==> src/rtl/softmax_row_sched_if.sv <==
// Bundle of the row scheduler's upstream, softmax-datapath and downstream signals.
// The scheduler uses the slave view; the surrounding environment uses the master view.
interface softmax_row_sched_if #(
  parameter int D_W   = 8,
  parameter int NUM   = 16,
  parameter int ROW_W = 5
);
  logic             I_FRAME_START;
  logic [ROW_W-1:0] I_CFG_ROWS;
  logic             I_ROW_VLD;
  logic             O_ROW_RDY;
  logic [D_W-1:0]   I_ROW_DATA [0:NUM-1];
  logic             O_SM_START;
  logic [D_W-1:0]   O_SM_DATA  [0:NUM-1];
  logic             I_SM_VLD;
  logic [D_W-1:0]   I_SM_DATA  [0:NUM-1];
  logic             O_OUT_VLD;
  logic             I_OUT_RDY;
  logic [D_W-1:0]   O_OUT_DATA [0:NUM-1];
  logic [ROW_W-1:0] O_OUT_IDX;
  logic             O_OUT_LAST;
  logic             O_BUSY;
  logic             O_DONE;
  logic             O_ERR;

  modport slave (
    input  I_FRAME_START, I_CFG_ROWS, I_ROW_VLD, I_ROW_DATA, I_SM_VLD, I_SM_DATA, I_OUT_RDY,
    output O_ROW_RDY, O_SM_START, O_SM_DATA, O_OUT_VLD, O_OUT_DATA, O_OUT_IDX, O_OUT_LAST,
           O_BUSY, O_DONE, O_ERR
  );

  modport master (
    output I_FRAME_START, I_CFG_ROWS, I_ROW_VLD, I_ROW_DATA, I_SM_VLD, I_SM_DATA, I_OUT_RDY,
    input  O_ROW_RDY, O_SM_START, O_SM_DATA, O_OUT_VLD, O_OUT_DATA, O_OUT_IDX, O_OUT_LAST,
           O_BUSY, O_DONE, O_ERR
  );
endinterface

==> src/rtl/softmax_row_sched.sv <==
// Row scheduler for attention softmax: loads each score row into one softmax datapath,
// holds start until its result returns, and hands normalized rows downstream with index/last.
module softmax_row_sched #(
  parameter int D_W      = 8,
  parameter int NUM      = 16,
  parameter int MAX_ROWS = 16,
  parameter int ROW_W    = $clog2(MAX_ROWS + 1),
  parameter int TIMEOUT  = 1023
) (
  input  logic                I_CLK,
  input  logic                I_RST_N,
  softmax_row_sched_if.slave  bus
);

  localparam int WD_W = $clog2(TIMEOUT + 1);
  localparam logic [WD_W-1:0]  WD_LIM     = WD_W'(TIMEOUT - 1);
  localparam logic [WD_W-1:0]  WD_SAT     = {WD_W{1'b1}};
  localparam logic [ROW_W-1:0] MAX_ROWS_C = ROW_W'(MAX_ROWS);

  typedef enum logic [2:0] {
    S_IDLE = 3'd0,
    S_LOAD = 3'd1,
    S_RUN  = 3'd2,
    S_OUT  = 3'd3,
    S_GAP  = 3'd4
  } state_t;

  state_t           state_q, state_d;
  logic [ROW_W-1:0] rows_q, rows_d;
  logic [ROW_W-1:0] idx_q, idx_d;
  logic [WD_W-1:0]  wd_q, wd_d;
  logic [D_W-1:0]   sm_data_q  [0:NUM-1];
  logic [D_W-1:0]   sm_data_d  [0:NUM-1];
  logic [D_W-1:0]   out_data_q [0:NUM-1];
  logic [D_W-1:0]   out_data_d [0:NUM-1];
  logic [ROW_W-1:0] out_idx_q, out_idx_d;
  logic             out_last_q, out_last_d;
  logic             out_vld_q, out_vld_d;
  logic             busy_q, busy_d;
  logic             done_q, done_d;
  logic             err_q, err_d;

  // Start drops in the very cycle the result appears so the datapath cannot re-launch.
  assign bus.O_ROW_RDY  = (state_q == S_LOAD);
  assign bus.O_SM_START = (state_q == S_RUN) & ~bus.I_SM_VLD;
  assign bus.O_SM_DATA  = sm_data_q;
  assign bus.O_OUT_VLD  = out_vld_q;
  assign bus.O_OUT_DATA = out_data_q;
  assign bus.O_OUT_IDX  = out_idx_q;
  assign bus.O_OUT_LAST = out_last_q;
  assign bus.O_BUSY     = busy_q;
  assign bus.O_DONE     = done_q;
  assign bus.O_ERR      = err_q;

  // Next-state and datapath-register update logic of the row FSM
  always_comb begin
    state_d    = state_q;
    rows_d     = rows_q;
    idx_d      = idx_q;
    wd_d       = wd_q;
    sm_data_d  = sm_data_q;
    out_data_d = out_data_q;
    out_idx_d  = out_idx_q;
    out_last_d = out_last_q;
    out_vld_d  = out_vld_q;
    busy_d     = busy_q;
    done_d     = 1'b0;
    err_d      = err_q;

    case (state_q)
      S_IDLE: begin
        if (bus.I_FRAME_START) begin
          if (bus.I_CFG_ROWS == {ROW_W{1'b0}}) begin
            done_d = 1'b1;
          end else begin
            rows_d  = (bus.I_CFG_ROWS > MAX_ROWS_C) ? MAX_ROWS_C : bus.I_CFG_ROWS;
            idx_d   = {ROW_W{1'b0}};
            err_d   = 1'b0;
            busy_d  = 1'b1;
            state_d = S_LOAD;
          end
        end else begin
          state_d = S_IDLE;
        end
      end
      S_LOAD: begin
        if (bus.I_ROW_VLD) begin
          sm_data_d = bus.I_ROW_DATA;
          wd_d      = {WD_W{1'b0}};
          state_d   = S_RUN;
        end else begin
          state_d = S_LOAD;
        end
      end
      S_RUN: begin
        wd_d = (wd_q == WD_SAT) ? wd_q : wd_q + WD_W'(1);
        // A result arriving on the timeout cycle still wins.
        if (bus.I_SM_VLD) begin
          out_data_d = bus.I_SM_DATA;
          out_idx_d  = idx_q;
          out_last_d = (idx_q == rows_q - ROW_W'(1));
          out_vld_d  = 1'b1;
          state_d    = S_OUT;
        end else if (wd_q >= WD_LIM) begin
          err_d   = 1'b1;
          done_d  = 1'b1;
          busy_d  = 1'b0;
          state_d = S_IDLE;
        end else begin
          state_d = S_RUN;
        end
      end
      S_OUT: begin
        if (bus.I_OUT_RDY) begin
          out_vld_d = 1'b0;
          if (out_last_q) begin
            done_d  = 1'b1;
            busy_d  = 1'b0;
            state_d = S_IDLE;
          end else begin
            idx_d   = idx_q + ROW_W'(1);
            state_d = S_GAP;
          end
        end else begin
          state_d = S_OUT;
        end
      end
      S_GAP: begin
        state_d = S_LOAD;
      end
      default: begin
        state_d = S_IDLE;
      end
    endcase
  end

  // State and datapath registers
  always_ff @(posedge I_CLK or negedge I_RST_N) begin
    if (!I_RST_N) begin
      state_q    <= S_IDLE;
      rows_q     <= {ROW_W{1'b0}};
      idx_q      <= {ROW_W{1'b0}};
      wd_q       <= {WD_W{1'b0}};
      out_idx_q  <= {ROW_W{1'b0}};
      out_last_q <= 1'b0;
      out_vld_q  <= 1'b0;
      busy_q     <= 1'b0;
      done_q     <= 1'b0;
      err_q      <= 1'b0;
      for (int i = 0; i < NUM; i++) begin
        sm_data_q[i]  <= {D_W{1'b0}};
        out_data_q[i] <= {D_W{1'b0}};
      end
    end else begin
      state_q    <= state_d;
      rows_q     <= rows_d;
      idx_q      <= idx_d;
      wd_q       <= wd_d;
      out_idx_q  <= out_idx_d;
      out_last_q <= out_last_d;
      out_vld_q  <= out_vld_d;
      busy_q     <= busy_d;
      done_q     <= done_d;
      err_q      <= err_d;
      sm_data_q  <= sm_data_d;
      out_data_q <= out_data_d;
    end
  end

endmodule

==> src/flat_wrapper.sv <==
// flat-port wrapper written by rule: the top's interface ports become plain ports
module softmax_row_sched_flat 
#(
  parameter int D_W      = 8,
  parameter int NUM      = 16,
  parameter int MAX_ROWS = 16,
  parameter int ROW_W    = $clog2(MAX_ROWS + 1),
  parameter int TIMEOUT  = 1023
)
  (I_CLK, I_RST_N, bus_I_FRAME_START, bus_I_CFG_ROWS, bus_I_ROW_VLD, bus_I_ROW_DATA, bus_I_SM_VLD, bus_I_SM_DATA, bus_I_OUT_RDY, bus_O_ROW_RDY, bus_O_SM_START, bus_O_SM_DATA, bus_O_OUT_VLD, bus_O_OUT_DATA, bus_O_OUT_IDX, bus_O_OUT_LAST, bus_O_BUSY, bus_O_DONE, bus_O_ERR);
  softmax_row_sched_if #(.D_W(D_W), .NUM(NUM), .ROW_W(ROW_W)) bus_i ();
  input  logic I_CLK;
  input  logic I_RST_N;
  input wire logic [$bits(bus_i.I_FRAME_START)-1:0] bus_I_FRAME_START;
  input wire logic [$bits(bus_i.I_CFG_ROWS)-1:0] bus_I_CFG_ROWS;
  input wire logic [$bits(bus_i.I_ROW_VLD)-1:0] bus_I_ROW_VLD;
  input wire logic [$bits(bus_i.I_ROW_DATA)-1:0] bus_I_ROW_DATA;
  input wire logic [$bits(bus_i.I_SM_VLD)-1:0] bus_I_SM_VLD;
  input wire logic [$bits(bus_i.I_SM_DATA)-1:0] bus_I_SM_DATA;
  input wire logic [$bits(bus_i.I_OUT_RDY)-1:0] bus_I_OUT_RDY;
  output wire logic [$bits(bus_i.O_ROW_RDY)-1:0] bus_O_ROW_RDY;
  output wire logic [$bits(bus_i.O_SM_START)-1:0] bus_O_SM_START;
  output wire logic [$bits(bus_i.O_SM_DATA)-1:0] bus_O_SM_DATA;
  output wire logic [$bits(bus_i.O_OUT_VLD)-1:0] bus_O_OUT_VLD;
  output wire logic [$bits(bus_i.O_OUT_DATA)-1:0] bus_O_OUT_DATA;
  output wire logic [$bits(bus_i.O_OUT_IDX)-1:0] bus_O_OUT_IDX;
  output wire logic [$bits(bus_i.O_OUT_LAST)-1:0] bus_O_OUT_LAST;
  output wire logic [$bits(bus_i.O_BUSY)-1:0] bus_O_BUSY;
  output wire logic [$bits(bus_i.O_DONE)-1:0] bus_O_DONE;
  output wire logic [$bits(bus_i.O_ERR)-1:0] bus_O_ERR;
  assign bus_i.I_FRAME_START = bus_I_FRAME_START;
  assign bus_i.I_CFG_ROWS = bus_I_CFG_ROWS;
  assign bus_i.I_ROW_VLD = bus_I_ROW_VLD;
  assign bus_i.I_ROW_DATA = {>>{bus_I_ROW_DATA}};
  assign bus_i.I_SM_VLD = bus_I_SM_VLD;
  assign bus_i.I_SM_DATA = {>>{bus_I_SM_DATA}};
  assign bus_i.I_OUT_RDY = bus_I_OUT_RDY;
  assign bus_O_ROW_RDY = bus_i.O_ROW_RDY;
  assign bus_O_SM_START = bus_i.O_SM_START;
  assign bus_O_SM_DATA = {>>{bus_i.O_SM_DATA}};
  assign bus_O_OUT_VLD = bus_i.O_OUT_VLD;
  assign bus_O_OUT_DATA = {>>{bus_i.O_OUT_DATA}};
  assign bus_O_OUT_IDX = bus_i.O_OUT_IDX;
  assign bus_O_OUT_LAST = bus_i.O_OUT_LAST;
  assign bus_O_BUSY = bus_i.O_BUSY;
  assign bus_O_DONE = bus_i.O_DONE;
  assign bus_O_ERR = bus_i.O_ERR;
  softmax_row_sched #(.D_W(D_W), .NUM(NUM), .MAX_ROWS(MAX_ROWS), .ROW_W(ROW_W), .TIMEOUT(TIMEOUT)) u_core (.I_CLK(I_CLK), .I_RST_N(I_RST_N), .bus(bus_i));
endmodule
==> config.mk <==
export PLATFORM = sky130hd
export DESIGN_NAME = softmax_row_sched_flat
export DESIGN_NICKNAME = d
export VERILOG_FILES = /design/src/rtl/softmax_row_sched_if.sv /design/src/rtl/softmax_row_sched.sv /design/src/flat_wrapper.sv
export SDC_FILE = /design/constraint.sdc
export NUM_CORES = 1
export LEC_CHECK = 0
export ABC_AREA = 1
export CORE_AREA = 8 8 203 205
export CTS_CLUSTER_SIZE = 10
export DETAILED_ROUTE_END_ITERATION = 16
export DIE_AREA = 0 0 211 213
export PLACE_DENSITY_LB_ADDON = 0.3
export SLEW_MARGIN = 20
export SYNTH_ARGS = -nofsm -noshare
export SYNTH_HDL_FRONTEND = slang
export SYNTH_SLANG_ARGS = --single-unit
==> constraint.sdc <==
create_clock -name I_CLK -period 3.85 [get_ports I_CLK]
set_clock_uncertainty 0.2 [all_clocks]
set_input_delay 0.77 -clock I_CLK [delete_from_list [all_inputs] [get_ports I_CLK]]
set_output_delay 0.77 -clock I_CLK [all_outputs]
set_load 0.03 [all_outputs]
## Word level (Yosys, flattened, before mapping)

Index checks and enable logic that the tools add are counted.

- $add $sub $neg: 3
- Order comparisons: 2
- Equal/unequal tests: 17
- Multiplexer cells: 39
- Bitwise operators: 3
- Reduce and logical (&&, ||, !) cells: 15

Operator list:

| cell | number |
|---|---|
| 5-bit 2-to-1 mux | 5 |
| 10-bit 2-to-1 mux | 2 |
| 10-bit one-hot mux with 2 select lines | 1 |
| 1-bit 2-to-1 mux | 18 |
| 2-bit inequality test, second input constant | 9 |
| 3-bit 2-to-1 mux | 5 |
| 3-bit one-hot mux with 5 select lines | 1 |
| 10-bit by 1-bit adder with 10-bit output, second input constant | 1 |
| 10-bit equality test, second input constant | 1 |
| 10-bit >= comparator, second input constant | 1 |
| 5-bit one-hot mux with 2 select lines | 1 |
| 5-bit AND reduction | 2 |
| 3-bit AND reduction | 3 |
| 2-bit nonzero test | 4 |
| 7-bit AND reduction | 1 |
| 3-bit by 2-bit equality test with 1-bit output, second input constant | 2 |
| 1-bit one-hot mux with 3 select lines | 2 |
| 5-bit by 1-bit adder with 5-bit output, second input constant | 1 |
| 5-bit equality test | 1 |
| 5-bit > comparator, second input constant | 1 |
| 5-bit logical NOT | 1 |
| 5-bit by 1-bit subtractor with 5-bit output, second input constant | 1 |
| 2-bit 2-to-1 mux | 2 |
| 1-bit one-hot mux with 2 select lines | 2 |
| other kinds (9) | 11 |

- Bits in registers: 289
- Input bits: 267
- Output and inout port bits: 268
- Logic and storage cells: 121

## Logic depth before layout (Yosys ltp)

Gate-level depths: netlist of the first run.

- Depth in word-level cells: 4
- Mapped depth: 9
- Gate-level depth less buffers: 9

## Least setup slack after synthesis of the first run

Ideal clock, no wire load.

- Path type: register to output
- From: reg u_core.state_q[2]
- To: out bus_O_SM_START
- Arrival time: 1.371 ns
- Required time: 2.880 ns
- Path slack: 1.509 ns
- Cell stages (with the launch flop): 7
- Path buffers: 1
- Path through: dfrtp_1 inv_2 nand2_1 nor2_4 buf_2 inv_1 nor2_1

- Word-level cells in the longest chain between the ends: 2

RTL lines:

| item | line | RTL |
|---|---|---|
| start: declaration | softmax_row_sched.sv:28 | `state_t state_q, state_d;` |
| start signal: assignment | softmax_row_sched.sv:155 | `state_q <= state_d;` |
| 3-bit by 2-bit equality test with 1-bit output | softmax_row_sched.sv:45 | `assign bus.O_SM_START = (state_q == S_RUN) & ~bus.I_SM_VLD;` |
| 1-bit AND | softmax_row_sched.sv:45 |  |
| end: declaration | flat_wrapper.sv:22 | `output wire logic [$bits(bus_i.O_SM_START)-1:0] bus_O_SM_START;` |

No other way between the ends.

## Final worst setup path of the first run

Same ends and word-level chain as after synthesis.

==> results of run 1 <==
[cells by family after synthesis]
family / count (synthesis) / share of synthesized area
fa+ha+maj: 4 / 0.004256
flops: 289 / 0.6150
compound gates: 35 / 0.01628
xor+xnor: 7 / 0.005214
simple gates: 511 / 0.1690
mux: 130 / 0.1532
buf+inv: 77 / 0.03703
[routing by layer]
layer,share of wire,vias up
li1,-,4428
met4,0.022,6
met3,0.11,61
met2,0.48,362
met5,0.00083,-
met1,0.40,4548
[registers in the layout, summed over array words and instances (netlist names), 3 cells and up]
signal and flops:
u_core.bus.O_OUT_IDX 5, u_core.bus.O_OUT_DATA 128, u_core.rows_q 5, u_core.wd_q 10
u_core.state_q 3, u_core.idx_q 5, u_core.bus.O_SM_DATA 128
[path summary, 6_finish.rpt]
check	start	endpoint	slack, ps	cells after the start
worst max-delay path	u_core.state_q[2]	bus_O_SM_START	390	6
max in group asynchronous	I_RST_N	u_core.bus.O_OUT_DATA[35]	2500	2
worst max register to register	u_core.state_q[2]	u_core.bus.O_OUT_DATA[48]	1380	6
worst min-delay path	I_RST_N	u_core.bus.O_OUT_DATA[48]	70	1
min in group I_CLK	u_core.bus.O_SM_DATA[107]	u_core.bus.O_SM_DATA[107]	270	2
worst min register to register	u_core.bus.O_SM_DATA[107]	u_core.bus.O_SM_DATA[107]	270	2
[cells in the mapped netlist (all sizes together), types with 4 or more instances]
| library cell | instances | share of area |
|---|---|---|
| a21oi | 10 | 0.0043 |
| buf | 43 | 0.026 |
| dfrtp | 289 | 0.62 |
| ha | 4 | 0.0043 |
| inv | 31 | 0.0099 |
| mux2 | 130 | 0.15 |
| nand2 | 453 | 0.14 |
| nand3 | 24 | 0.010 |
| nand4 | 6 | 0.0032 |
| nor2 | 22 | 0.0079 |
| o21ai | 20 | 0.0088 |
| xnor2 | 4 | 0.0030 |
[stage by stage]
step                hold slack, ps  setup WS [ps]  power (µW)
floorplan                    273.2           1509       10310
global placement             253.2          664.7       14140
detailed placement           257.0          667.8       14250
CTS                          85.16          353.5       17360
global route                 107.5          235.8       18060
finish                       68.74          392.8       17130
[area by class of cell]
type	count	area, µm²	area share
Sequential cell	289	7232	0.3876
Timing Repair Buffer	550	5558	0.2979
Multi-Input combinational cell	687	4110	0.2203
Clock buffer	45	985.9	0.05284
Tap cell	518	648.1	0.03474
Inverter	31	118.9	0.006371
Antenna cell	2	5.005	0.0002682
[worst max-delay path: cells and delay by family, from the launching register on]
kind,cells,cell delay [ps]
simple gates,3,640
flops,1,400
buf+inv,3,930
[where the power goes]
group	switching [µW]	total, µW	internal (µW)
clock	1220	2990	1770
sequential	824	5280	4460
combinational	4980	8860	3880
total	7030	17100	10100
==> metrics, run 1 <==
run status finished clean; CTS Hold Buffers Added 0; wirelength, routed ~42000 µm; Post-synth ARST share 1.000; Yosys cell types 28; setup fix buffers added after clock tree synthesis 0; DR iter-0 viols slightly below 500; syn avg cell area between 10 and 15 µm²; first-pass GRT wire length around 63000 µm; top_reg_cell synth dfrtp_1; Die Span Y approximately 210 µm; Max Clk Rate between 200 and 300 MHz; Placed Area 17670 µm²; PostCTS Resize Cnt 0; slew margin rel. 0.4926; Chip Width 211 µm; unrepaired setup endpoints after global routing false; CP Launch Type flop; global-route usage over all layers 0.1809; Port Buffer Count around 530; filler cell count 3483; Hold Fails Final Rpt 0; Setup TNS 0 ps; grt met3 use 0.07853; minimum clock period ~3500 ps; TritonCTS sink count around 290; CP cell instances inv_2 > nand2_1 > nor2_4 > inv_1 > nor2_1 > clkdlybuf4s50_1; TritonCTS clock tree done; largest net degree at the start of global routing 130; fin. max-slew vios 0; nets roughly 1900; most common cell after layout, fill and taps aside clkdlybuf4s50_1; vias in the first global route 9915; worst skew pair latency roughly 510 ps; CTS Buf Count 35; Seq/Total Area, Yosys 0.6150; Synth-to-Final Area Change 58.67%; CTS Root Cell clkbuf_16; Tcrit/Tclk final 0.8980; share of layout cells above drive strength 1 0.1236; EDFF count, synth 0; DPL Wire Length approximately 32000 µm; Row Count 72; Worst-Margin Slew ~760 ps; drt pass-1 iters 5; Mapped Cells between 1000 and 1500; GRT Max-Usage Layer met2; maximum VDD drop 494.3 µV; CP required 2880 ps; Leak between 0.008 and 0.009 µW; Worst-path clk slew around 60 ps; Final setup viols 0; Synth Net Count 1324; most frequent cells in the layout clkdlybuf4s50_1 (533), nand2_1 (452), dfrtp_1 (289); endpoint type of the worst setup path output pin; M1 GR Usage 0.2115; Finished Layout Cells between 2000 and 2500; worst min path class primary input to async pin; Initial Util 0.3086; Mapped Area between 10000 and 15000 µm²; # DRC 0; placed insts ~2100; met2 Resource Use GR 0.2969; worst-path fanout max 13; Die ar. 44940 µm²; IO Pins 535; initial antenna violation count 4; CTS H-tree lvls 2; Routed Antenna Nets 0; total gr overflow 0; fin area ~19000 µm²; final RePlAce weighted congestion between 0.8 and 0.9; Placeable Area ~38000 µm²; Synth warnings 0; drt via density around 4.4; maxcap violations 0; CP Class flop to output pin; drt wl/cell slightly below 20 µm; post-layout util 0.4896; Pwr Density 918.0 nW/µm²; CP max-delay cell clkdlybuf4s50_1; Worst path max stage delay 710 ps; routed vias between 9000 and 10000; register bit total from synthesis approximately 290; clk buf depth 3; crit path DAT 2490 ps
(Power assumes the default switching activity.)
==> run 2, diff against run 1 <==
--- a/config.mk
+++ b/config.mk
@@ -6,10 +6,10 @@
 export NUM_CORES = 1
 export LEC_CHECK = 0
 export ABC_AREA = 1
-export CORE_AREA = 8 8 203 205
+export CORE_AREA = 8 8 202 204
 export CTS_CLUSTER_SIZE = 10
 export DETAILED_ROUTE_END_ITERATION = 16
-export DIE_AREA = 0 0 211 213
+export DIE_AREA = 0 0 210 212
 export PLACE_DENSITY_LB_ADDON = 0.3
 export SLEW_MARGIN = 20
 export SYNTH_ARGS = -nofsm -noshare
==> constraint.sdc (replaced) <==
create_clock -name I_CLK -period 3 [get_ports I_CLK]
set_clock_uncertainty 0.2 [all_clocks]
set_input_delay 0.6 -clock I_CLK [delete_from_list [all_inputs] [get_ports I_CLK]]
set_output_delay 0.6 -clock I_CLK [all_outputs]
set_load 0.03 [all_outputs]
==> metrics, run 2 (same netlist as run 1, synthesis figures left out) <==
routed vias 9513 (+1.1%); final RePlAce weighted congestion 0.8623 (+3.1%); Row Count 72 (unchanged); minimum clock period 2824 ps; total gr overflow 0 (unchanged); Placeable Area 37930 µm² (-0.47%); IO Pins 535 (unchanged); CP max-delay cell clkdlybuf4s50_1; Die Span Y 212 µm (-0.47%); Placed Area 17780 µm² (+0.64%); clock network power share 0.191 (+0.017); CTS Buf Count 37 (+5.7%); most common cell after layout, fill and taps aside clkdlybuf4s50_1; Routed Antenna Nets 0 (unchanged); CP cell instances inv_2 > nor2_1 > nand2_1 > inv_1 > clkdlybuf4s50_1; drt via density 4.435 (about the same); worst skew pair latency 530 ps (+20 ps); Setup TNS 0 ps (unchanged); global-route usage over all layers 0.1812 (+0.0003029); Synth-to-Final Area Change 61.24%; initial antenna violation count 5 (+1); Worst-Margin Slew 569.6 ps (-191.5 ps); Worst-path clk slew 50 ps (about the same); CP required 2200 ps (-680 ps); most frequent cells in the layout clkdlybuf4s50_1 (532), nand2_1 (452), dfrtp_1 (289); slew margin rel. 0.6202 (+0.1277); drt wl/cell 19.42 µm (-2.0%); vias in the first global route 9968 (+0.53%); Leak 0.008937 µW (+1.8%); Initial Util 0.3100 (+0.001466); unrepaired setup endpoints after global routing false; Die ar. 44520 µm² (-0.94%); share of layout cells above drive strength 1 0.1348 (+0.01117); crit path DAT 2020 ps (-470 ps); drt pass-1 iters 4 (-1); filler cell count 3372 (-3.2%); largest net degree at the start of global routing 87 (-33%); TritonCTS sink count 289 (unchanged); TritonCTS clock tree done; setup fix buffers added after clock tree synthesis 0 (unchanged); Comb power frac 0.508 (-0.009); Max Clk Rate around 350 MHz; Pwr Density 1188 nW/µm² (+29%); DPL Wire Length 31760 µm (-0.34%); CTS H-tree lvls 2 (unchanged); wirelength, routed 41660 µm (-0.94%); fin area 18960 µm² (+1.6%); Crit path buffers/inverters 3 (unchanged); Hold Fails Final Rpt 0 (unchanged); Final setup viols 0 (unchanged); Chip Width 210 µm (-0.47%); DR iter-0 viols 424 (-13%); fin. max-slew vios 0 (unchanged); Int Pwr 13410 µW (+33%); maximum VDD drop 706.4 µV (+43%); Port Buffer Count 534 (unchanged); sequential power share 0.301 (-0.007); Worst path max stage delay 710 ps (about the same); switching part of the total power 0.4049 (-0.005339); clk buf depth 3 (unchanged); CP Class flop to output pin; switching power 9121 µW (+30%); worst-path fanout max 5 (-8); endpoint type of the worst setup path output pin; run status finished clean; nets 1878 (+0.70%); CTS Root Cell clkbuf_16; CP Launch Type flop; worst min path class flop to flop; # DRC 0 (unchanged); Top Family by Delay on Critical Path buffers and inverters; first-pass GRT wire length 62080 µm (-0.70%); Tcrit/Tclk final 0.9413; maxcap violations 0 (unchanged)
-- run 2: cell count changes in the layout (fill, tap and decap cells not counted), moves of 2 or more --
cell,before,now
buf_12,7,10
buf_4,9,16
clkbuf_16,37,39
clkbuf_8,3,9
-- run 2: per-stage QoR --
| step | hold WS, ps | instances | total power, µW | utilization | setup WS, ps |
|---|---|---|---|---|---|
| 6_report | 265.2 | 2145 | 22530 | 0.4999 | 176.2 |
| 5_1_grt | 284.2 | 2144 | 23710 | 0.4998 | 15.97 |
| 4_1_cts | 270.5 | 2143 | 22810 | 0.4998 | 115.0 |
| 3_5_place_dp | 257.2 | 2085 | 18360 | 0.4688 | 294.2 |
| 3_3_place_gp | 252.9 | 2085 | 18200 | 0.4688 | 254.4 |
| 2_1_floorplan | 104.4 | 1053 | 13230 | - | 828.7 |
-- run 2: final cells by class --
class	instances	area [µm²]	share of cell area
multi-input cells	687	4110	0.2168
repair buffers	561	5679	0.2995
clock inverters	3	43.79	0.002310
well taps	518	648.1	0.03418
clock buffers	54	1122	0.05920
diodes	2	5.005	0.0002640
flip-flops and latches	289	7232	0.3814
inverters	31	118.9	0.006269
-- run 2: power by group through the flow --
stage / combinational (µW) / clock, µW / sequential (µW)
floorplan: 3120 / 0 / 10100
global placement: 11500 / 0 / 6740
detailed placement: 11500 / 0 / 6810
CTS: 11600 / 4430 / 6790
global route: 12100 / 4570 / 7010
finish: 11400 / 4290 / 6790
-- run 2: repair_timing --
| item | in CTS | in global routing |
|---|---|---|
| endpoints found under the setup margin | 1 | 0 |
| endpoints found under the hold margin | 58 | 0 |
| resized for setup | 1 | 0 |
| hold buffers | 1 | 0 |
-- run 2: tightest hold or removal path, stage by stage (launching register included) --
cell	delay, ps
dfrtp_1	330
nand2_1	50
nand2_1	50
-- run 2: metal layers --
layer,GRT usage,vias to the layer above,wire length (µm)
met2,0.2902,389,19430
li1,-,4460,-
met3,0.07311,75,4164
met5,0,-,51
met4,0.07558,8,1494
met1,0.2151,4581,16520
-- run 2: path summary, 6_finish.rpt --
kind | from | endpoint | slack, ps | cells after the start
hold reg to reg | u_core.bus.O_SM_DATA[56] | u_core.bus.O_SM_DATA[56] | 270 | 2
min in group asynchronous | I_RST_N | u_core.bus.O_OUT_DATA[48] | 440 | 2
hold / removal | u_core.bus.O_SM_DATA[56] | u_core.bus.O_SM_DATA[56] | 270 | 2
setup reg to reg | u_core.state_q[2] | u_core.bus.O_OUT_DATA[35] | 790 | 7
setup / recovery | u_core.state_q[0] | bus_O_ROW_RDY | 180 | 5
max in group asynchronous | I_RST_N | u_core.bus.O_OUT_IDX[3] | 1400 | 3
==> run 3, diff against run 2 <==
--- a/config.mk
+++ b/config.mk
@@ -10,6 +10,7 @@
 export CTS_CLUSTER_SIZE = 10
 export DETAILED_ROUTE_END_ITERATION = 16
 export DIE_AREA = 0 0 210 212
+export GPL_ROUTABILITY_DRIVEN = 1
 export PLACE_DENSITY_LB_ADDON = 0.3
 export SLEW_MARGIN = 20
 export SYNTH_ARGS = -nofsm -noshare
==> results of run 3 <==
Final layout, timing and power as in run 2 (identical DEF).
